[src/rtl/sha256_iter_core.sv]
// sha256_iter_core
// Iterative SHA-256 compression engine. Each clock in RUN applies RPC chained
// rounds to the registered working state. One 512-bit block takes 64/RPC
// clocks, then one FEED clock adds the working state into the chain registers.
// The message schedule is expanded on the fly from a 16-word sliding window.
// The chain registers carry the hash state from block to block within a message.
//
// Parameters:
//   RPC        rounds per clock: 1, 2, 4, 8 or 16
//
// Ports:
//   clk        clock; all logic is rising-edge
//   rst        synchronous active-high reset
//   in_valid   a block is present on in_block
//   in_ready   core is idle and can accept a block
//   in_block   message block, W0 in [511:480], big-endian words
//   in_first   1 = start a new message from the IV, 0 = chain from the last digest
//   in_mode224 (SHA256_ITER_SHA224_EN only) SHA-224 mode, sampled with in_first=1
//   out_valid  digest valid
//   out_ready  consumer takes the digest
//   out_digest H0 in [255:224] ... H7 in [31:0]
//   busy       high while rounds or the feed-forward are in progress
//
// Optional feature macro: SHA256_ITER_SHA224_EN
//   Defining it adds in_mode224. In SHA-224 mode the core loads the SHA-224 IV
//   and drives out_digest[31:0] to zero. The internal H7 still chains.
module sha256_iter_core #(
  parameter int RPC = 1
) (
  input  logic         clk,
  input  logic         rst,
  input  logic         in_valid,
  output logic         in_ready,
  input  logic [511:0] in_block,
  input  logic         in_first,
`ifdef SHA256_ITER_SHA224_EN
  input  logic         in_mode224,
`endif
  output logic         out_valid,
  input  logic         out_ready,
  output logic [255:0] out_digest,
  output logic         busy
);

  generate
    if (RPC != 1 && RPC != 2 && RPC != 4 && RPC != 8 && RPC != 16) begin : g_rpc_illegal
      $error("sha256_iter_core: RPC must be 1, 2, 4, 8 or 16");
    end
  endgenerate

  localparam logic [5:0] RPC_INC = 6'(RPC);

  localparam logic [0:7][31:0] IV256 = {
    32'h6a09e667, 32'hbb67ae85, 32'h3c6ef372, 32'ha54ff53a,
    32'h510e527f, 32'h9b05688c, 32'h1f83d9ab, 32'h5be0cd19};

  localparam logic [0:7][31:0] IV224 = {
    32'hc1059ed8, 32'h367cd507, 32'h3070dd17, 32'hf70e5939,
    32'hffc00b31, 32'h68581511, 32'h64f98fa7, 32'hbefa4fa4};

  localparam logic [0:63][31:0] K_TAB = {
    32'h428a2f98, 32'h71374491, 32'hb5c0fbcf, 32'he9b5dba5,
    32'h3956c25b, 32'h59f111f1, 32'h923f82a4, 32'hab1c5ed5,
    32'hd807aa98, 32'h12835b01, 32'h243185be, 32'h550c7dc3,
    32'h72be5d74, 32'h80deb1fe, 32'h9bdc06a7, 32'hc19bf174,
    32'he49b69c1, 32'hefbe4786, 32'h0fc19dc6, 32'h240ca1cc,
    32'h2de92c6f, 32'h4a7484aa, 32'h5cb0a9dc, 32'h76f988da,
    32'h983e5152, 32'ha831c66d, 32'hb00327c8, 32'hbf597fc7,
    32'hc6e00bf3, 32'hd5a79147, 32'h06ca6351, 32'h14292967,
    32'h27b70a85, 32'h2e1b2138, 32'h4d2c6dfc, 32'h53380d13,
    32'h650a7354, 32'h766a0abb, 32'h81c2c92e, 32'h92722c85,
    32'ha2bfe8a1, 32'ha81a664b, 32'hc24b8b70, 32'hc76c51a3,
    32'hd192e819, 32'hd6990624, 32'hf40e3585, 32'h106aa070,
    32'h19a4c116, 32'h1e376c08, 32'h2748774c, 32'h34b0bcb5,
    32'h391c0cb3, 32'h4ed8aa4a, 32'h5b9cca4f, 32'h682e6ff3,
    32'h748f82ee, 32'h78a5636f, 32'h84c87814, 32'h8cc70208,
    32'h90befffa, 32'ha4506ceb, 32'hbef9a3f7, 32'hc67178f2};

  function automatic logic [31:0] rotr(input logic [31:0] x, input int n);
    return (x >> n) | (x << (32 - n));
  endfunction

  function automatic logic [31:0] bsig0(input logic [31:0] x);
    return rotr(x, 2) ^ rotr(x, 13) ^ rotr(x, 22);
  endfunction

  function automatic logic [31:0] bsig1(input logic [31:0] x);
    return rotr(x, 6) ^ rotr(x, 11) ^ rotr(x, 25);
  endfunction

  function automatic logic [31:0] ssig0(input logic [31:0] x);
    return rotr(x, 7) ^ rotr(x, 18) ^ (x >> 3);
  endfunction

  function automatic logic [31:0] ssig1(input logic [31:0] x);
    return rotr(x, 17) ^ rotr(x, 19) ^ (x >> 10);
  endfunction

  function automatic logic [31:0] ch(input logic [31:0] x, input logic [31:0] y,
                                     input logic [31:0] z);
    return (x & y) ^ (~x & z);
  endfunction

  function automatic logic [31:0] maj(input logic [31:0] x, input logic [31:0] y,
                                      input logic [31:0] z);
    return (x & y) ^ (x & z) ^ (y & z);
  endfunction

  typedef enum logic [1:0] {S_IDLE, S_RUN, S_FEED, S_DONE} state_t;

  state_t state_q, state_d;

  logic [5:0]         cnt_q;
  logic               mode_q;
  logic               mode_in;
  logic [0:7][31:0]   h_q;
  logic [0:7][31:0]   wk_q;
  logic [0:15][31:0]  win_q;

  logic [0:15][31:0]  win_d;
  logic [0:7][31:0]   chain_src;
  logic [0:7][31:0]   h_sum;
  logic [0:7][31:0]   dig_d;
  logic [31:0]        ext [16+RPC];
  logic [0:7][31:0]   rs  [RPC+1];
  logic [31:0]        t1, t2;
  logic               accept;

`ifdef SHA256_ITER_SHA224_EN
  assign mode_in = in_mode224;
`else
  assign mode_in = 1'b0;
`endif

  assign accept = (state_q == S_IDLE) && in_valid;

  // A new message restarts from the IV of the requested mode; otherwise continue
  // from the digest left in the chain registers.
  always_comb begin
    chain_src = h_q;
    if (in_first) chain_src = mode_in ? IV224 : IV256;
  end

  // Schedule extension and RPC chained rounds. ext[0..15] is the window,
  // ext[16..] are the words the next RPC rounds and the next window need.
  always_comb begin
    ext   = '{default: '0};
    rs    = '{default: '0};
    win_d = '0;
    t1    = '0;
    t2    = '0;
    for (int i = 0; i < 16; i++) ext[i] = win_q[i];
    for (int j = 0; j < RPC; j++)
      ext[16+j] = ssig1(ext[14+j]) + ext[9+j] + ssig0(ext[1+j]) + ext[j];
    rs[0] = wk_q;
    for (int r = 0; r < RPC; r++) begin
      t1 = rs[r][7] + bsig1(rs[r][4]) + ch(rs[r][4], rs[r][5], rs[r][6])
         + K_TAB[cnt_q + 6'(r)] + ext[r];
      t2 = bsig0(rs[r][0]) + maj(rs[r][0], rs[r][1], rs[r][2]);
      rs[r+1] = {t1 + t2, rs[r][0], rs[r][1], rs[r][2],
                 rs[r][3] + t1, rs[r][4], rs[r][5], rs[r][6]};
    end
    for (int i = 0; i < 16; i++) win_d[i] = ext[RPC+i];
  end

  // Feed-forward. SHA-224 hides H7 on the output but keeps it for chaining.
  always_comb begin
    for (int i = 0; i < 8; i++) h_sum[i] = h_q[i] + wk_q[i];
    dig_d = h_sum;
    if (mode_q) dig_d[7] = '0;
  end

  always_ff @(posedge clk) begin
    if (rst) state_q <= S_IDLE;
    else     state_q <= state_d;
  end

  always_comb begin
    state_d   = state_q;
    in_ready  = 1'b0;
    out_valid = 1'b0;
    busy      = 1'b0;
    case (state_q)
      S_IDLE: begin
        in_ready = 1'b1;
        if (in_valid) state_d = S_RUN;
      end
      S_RUN: begin
        busy = 1'b1;
        // The 6-bit counter wraps to zero after the final round group.
        if (cnt_q + RPC_INC == 6'd0) state_d = S_FEED;
      end
      S_FEED: begin
        busy    = 1'b1;
        state_d = S_DONE;
      end
      S_DONE: begin
        out_valid = 1'b1;
        if (out_ready) state_d = S_IDLE;
      end
      default: state_d = S_IDLE;
    endcase
  end

  // Control and architectural state: counter, mode, chain registers, digest.
  always_ff @(posedge clk) begin
    if (rst) begin
      cnt_q      <= '0;
      mode_q     <= 1'b0;
      h_q        <= IV256;
      out_digest <= '0;
    end else begin
      case (state_q)
        S_IDLE: begin
          if (accept) begin
            cnt_q <= '0;
            if (in_first) begin
              h_q    <= chain_src;
              mode_q <= mode_in;
            end
          end
        end
        S_RUN:  cnt_q <= cnt_q + RPC_INC;
        S_FEED: begin
          h_q        <= h_sum;
          out_digest <= dig_d;
        end
        default: ;
      endcase
    end
  end

  // Working variables and schedule window. These are pure data and are not reset.
  always_ff @(posedge clk) begin
    if (accept) begin
      win_q <= in_block;
      wk_q  <= chain_src;
    end else if (state_q == S_RUN) begin
      win_q <= win_d;
      wk_q  <= rs[RPC];
    end
  end

endmodule

[config.mk]
export PLATFORM = sky130hd
export DESIGN_NAME = sha256_iter_core
export DESIGN_NICKNAME = d
export VERILOG_FILES = /design/src/rtl/sha256_iter_core.sv
export SDC_FILE = /design/constraint.sdc
export NUM_CORES = 2
export LEC_CHECK = 0
export ABC_AREA = 1
export BUFFER_PORTS_ARGS = -buffer_cell sky130_fd_sc_hd__buf_4
export CORE_MARGIN = 8
export CORE_UTILIZATION = 35
export CTS_CLUSTER_DIAMETER = 150
export DETAILED_ROUTE_END_ITERATION = 6
export GPL_ROUTABILITY_DRIVEN = 0
export HOLD_SLACK_MARGIN = 0.02
export SLEW_MARGIN = 20
export SYNTH_ARGS = -nofsm -noshare
export SYNTH_HDL_FRONTEND = slang
export SYNTH_SLANG_ARGS = --single-unit
export TNS_END_PERCENT = 10
[constraint.sdc]
create_clock -name clk -period 25.4 [get_ports clk]
set_input_delay 2.54 -clock clk [delete_from_list [all_inputs] [get_ports clk]]
set_output_delay 2.54 -clock clk [all_outputs]
set_load 0.01 [all_outputs]
==> results.py <==
metrics = {
    "sta": {
        "fmax_mhz": 130,
        "maxSlewHeadroom_pct": 18.2,
        "slew_viol_final": 0,
        "finalHoldViolCount": 0,
        "tns_ns": 0,
        "fin_crit_sh_pct": 30.2,
        "rsz0062_at_grt": "no",
        "worstMarginPinSlew_ns": 1.21,
        "period_minus_slack_ns": 7.67,
        "finalSetupViolCount": 0,
        "skew_ns": 0.0439,
        "timing.hold.ws_ns": 0.462,
    },
    "clocking": {
        "cts.sink_count": 1288,
        "cts_tree": "built",
        "clk_pin_slew_ns": 0.06,
        "post_cts_resize_count": 0,
        "cts-hold-fix-buffers": 0,
        "cts_inserted_buffers": 154,
        "max-clock-path-buffers": 3,
        "cts_root_buf": "clkbuf_16",
        "h-tree-depth": 4,
        "insertion_delay_ns": 0.84,
        "cts_setup_buffers": 0,
    },
    "detailed_routing": {
        "postRouteAntennaNets": 0,
        "drc_errors": 36,
        "wl_um": 351000,
        "wl_per_cell_um": 23.6,
        "drt_iter0_markers": 10200,
        "vias": 79900,
        "drtPass1Iterations": 7,
        "via_per_inst": 5.37,
    },
    "synthesis": {
        "synth_edf_count": 768,
        "synth_nets": 12100,
        "ys_seq_elements": 1288,
        "syn_inst": 11000,
        "synth_area_leaders": "edfxtp_1 27%, nand2_1 15%, dfxtp_1 12%, a21oi_1 6.6%, ha_1 5.9%",
        "yosys.area.top_type": "edfxtp_1",
        "synth_top_area_share_pct": 27.4,
        "synth_common_cells": "3,299 x nand2_1, 1,110 x a21oi_1, 1,070 x inv_1",
        "synth.distinct_cells": 71,
        "ys.flop_type": "edfxtp_1",
        "synth.yosys.seq_area_share_pct": 39.8,
        "synth_most_common_cell": "nand2_1",
        "postSynthAreaPerCell_um2": 7.63,
        "syn_area_mm2": 0.0841,
        "yosysWarnings": 0,
        "ys_async_sr_fraction_pct": 0,
    },
    "finish": {
        "layout.nets": 12700,
        "final_core_util_pct": 40.8,
        "syn_to_final_growth_pct": 16.4,
        "drive_gt1_share_pct": 10.2,
    },
    "die": {
        "dieArea_mm2": 0.256,
        "rows": 180,
        "fp.dieH_um": 506,
        "die_x_um": 506,
        "initial_core_util_pct": 35.1,
        "coreArea_mm2": 0.240,
        "ios": 776,
    },
    "worst_setup_path": {
        "endpoint_kind": "flip-flop",
        "crit_fanout": 13,
        "ff2ff_setup_slack_ns": 17.73,
        "critPathCapture": "rs[223]$_DFFE_PP_",
        "crit_top_cell": "nand2_1",
        "worst_r2r_path_depth": 40,
        "reg2reg_from": "cnt_q[0]$_SDFFE_PP0P_",
        "startpoint": "cnt_q[0]$_SDFFE_PP0P_",
        "crit_type": "reg2reg",
        "crit_required_ns": 25.99,
        "crit_slowest_cell": "dfxtp_1",
        "arrival_ns": 8.25,
        "start_kind": "flip-flop",
        "slowest_delay_ns": 0.63,
        "r2r_end": "rs[223]$_DFFE_PP_",
    },
    "global_routing": {
        "grt_max_degree": 184,
        "grt-ovfl-total": 0,
        "grt_pass1_vias": 75300,
        "grtUsageTotal_pct": 26.3,
        "grt_pass1_wl_um": 507000,
        "antenna_found_initial": 48,
    },
    "run_status": {
        "violations": "DRC",
        "status": "finished, violations left",
    },
    "place": {
        "place_hpwl_um": 271000,
        "portBuffers": 775,
    },
    "job": {
        "cap_viol_max_count": 0,
    },
    "min_path": {
        "hp-class": "reg2reg",
    },
}
[per-layer routing]
layer	vias up	wire length, µm	GRT usage (%)
met4	48	16500	10.6
met5	-	301	0
li1	37800	-	-
met1	37200	149000	36.1
met3	765	38200	7.33
met2	4025	146000	38.9
[logic make-up (layout without fill, tap and decap cells)]
logic type                 Yosys count  in the layout  synth area share, %
AOI/OAI and AO/OA                 2577           2577                 16.6
other                                0             21                    0
buffers and inverters             1547           2205                 7.15
and+or+nand+nor                   4691           4691                 22.5
DFF                               1288           1288                 39.8
adders and majority gates          593            593                 10.6
xor gates and xnor gates           326            326                 3.40
[worst min-delay path by stage]
stage / start / endpoint / slack [ns] / depth (start not counted)
after detailed placement: out_digest[25]$_SDFFE_PP0P_ / out_digest[25]$_SDFFE_PP0P_ / 0.46 / 2
final: out_digest[11]$_SDFFE_PP0P_ / out_digest[11]$_SDFFE_PP0P_ / 0.46 / 2
after global placement: out_digest[35]$_SDFFE_PP0P_ / out_digest[35]$_SDFFE_PP0P_ / 0.45 / 2
after global routing: out_digest[9]$_SDFFE_PP0P_ / out_digest[9]$_SDFFE_PP0P_ / 0.48 / 2
after CTS: out_digest[82]$_SDFFE_PP0P_ / out_digest[82]$_SDFFE_PP0P_ / 0.47 / 2
after floorplan: h_q[0]$_SDFFE_PP1P_ / h_q[0]$_SDFFE_PP1P_ / 0.46 / 2
[stage by stage]
| step | worst slack [ns] | cell area (µm²) | std cells |
|---|---|---|---|
| floorplan | 4.34 | 84100 | 11000 |
| global placement | 18.00 | 92500 | 14600 |
| detailed placement | 17.97 | 92500 | 14600 |
| CTS | 17.96 | 97800 | 14900 |
| global route | 17.18 | 97800 | 14900 |
| finish | 17.73 | 97800 | 14900 |
[state kept, by name, indices dropped and copies added, names as in the netlist]
signal and cells:
ext 512, out_digest 256, h_q 256, rs 256, cnt_q 6, state_q 2
[critical path: cells and delay by family, from the launching register on]
kind	cells	cell delay, ns
adder cells (fa/ha/maj)	6	2.40
XOR/XNOR	1	0.39
AO/OA/AOI/OAI	1	0.19
AND/OR/NAND/NOR	25	3.00
buffers and inverters	7	0.78
flip-flops	1	0.63
[area by class of cell]
class                           count  area, µm²
Fill cell                       24900     142000
Multi-Input combinational cell   8187      44600
Sequential cell                  1288      33500
Timing Repair Buffer              832       6310
Clock buffer                      217       4420
Inverter                         1087       4110
Tap cell                         3185       3990
Clock inverter                     69        883
Antenna cell                       21       52.6
[placed cells by master (no fill, tap or decap), drive strengths merged, types with 3 or more instances in the layout]
cell / n
a31o: 3
o21a: 22
a21boi: 32
nand4: 85
nor4: 11
o211ai: 47
o221ai: 20
edfxtp: 768
dfxtp: 520
a211oi: 4
a21o: 63
nor2: 647
a31oi: 47
bufinv: 9
and2: 4
buf: 832
clkinv: 51
xor2: 163
nor3b: 3
a21oi: 1119
and3: 3
or2: 10
fa: 195
o31ai: 10
o221a: 5
o21ai: 1109
o22ai: 30
inv: 1094
nand3b: 23
o21bai: 56
clkbuf: 217
nand3: 489
diode: 21
xnor2: 163
ha: 397
nor3: 97
nand2: 3319
Power is not shown: default switching activity piles up to over one toggle a cycle in this logic, so the estimate is an artifact.
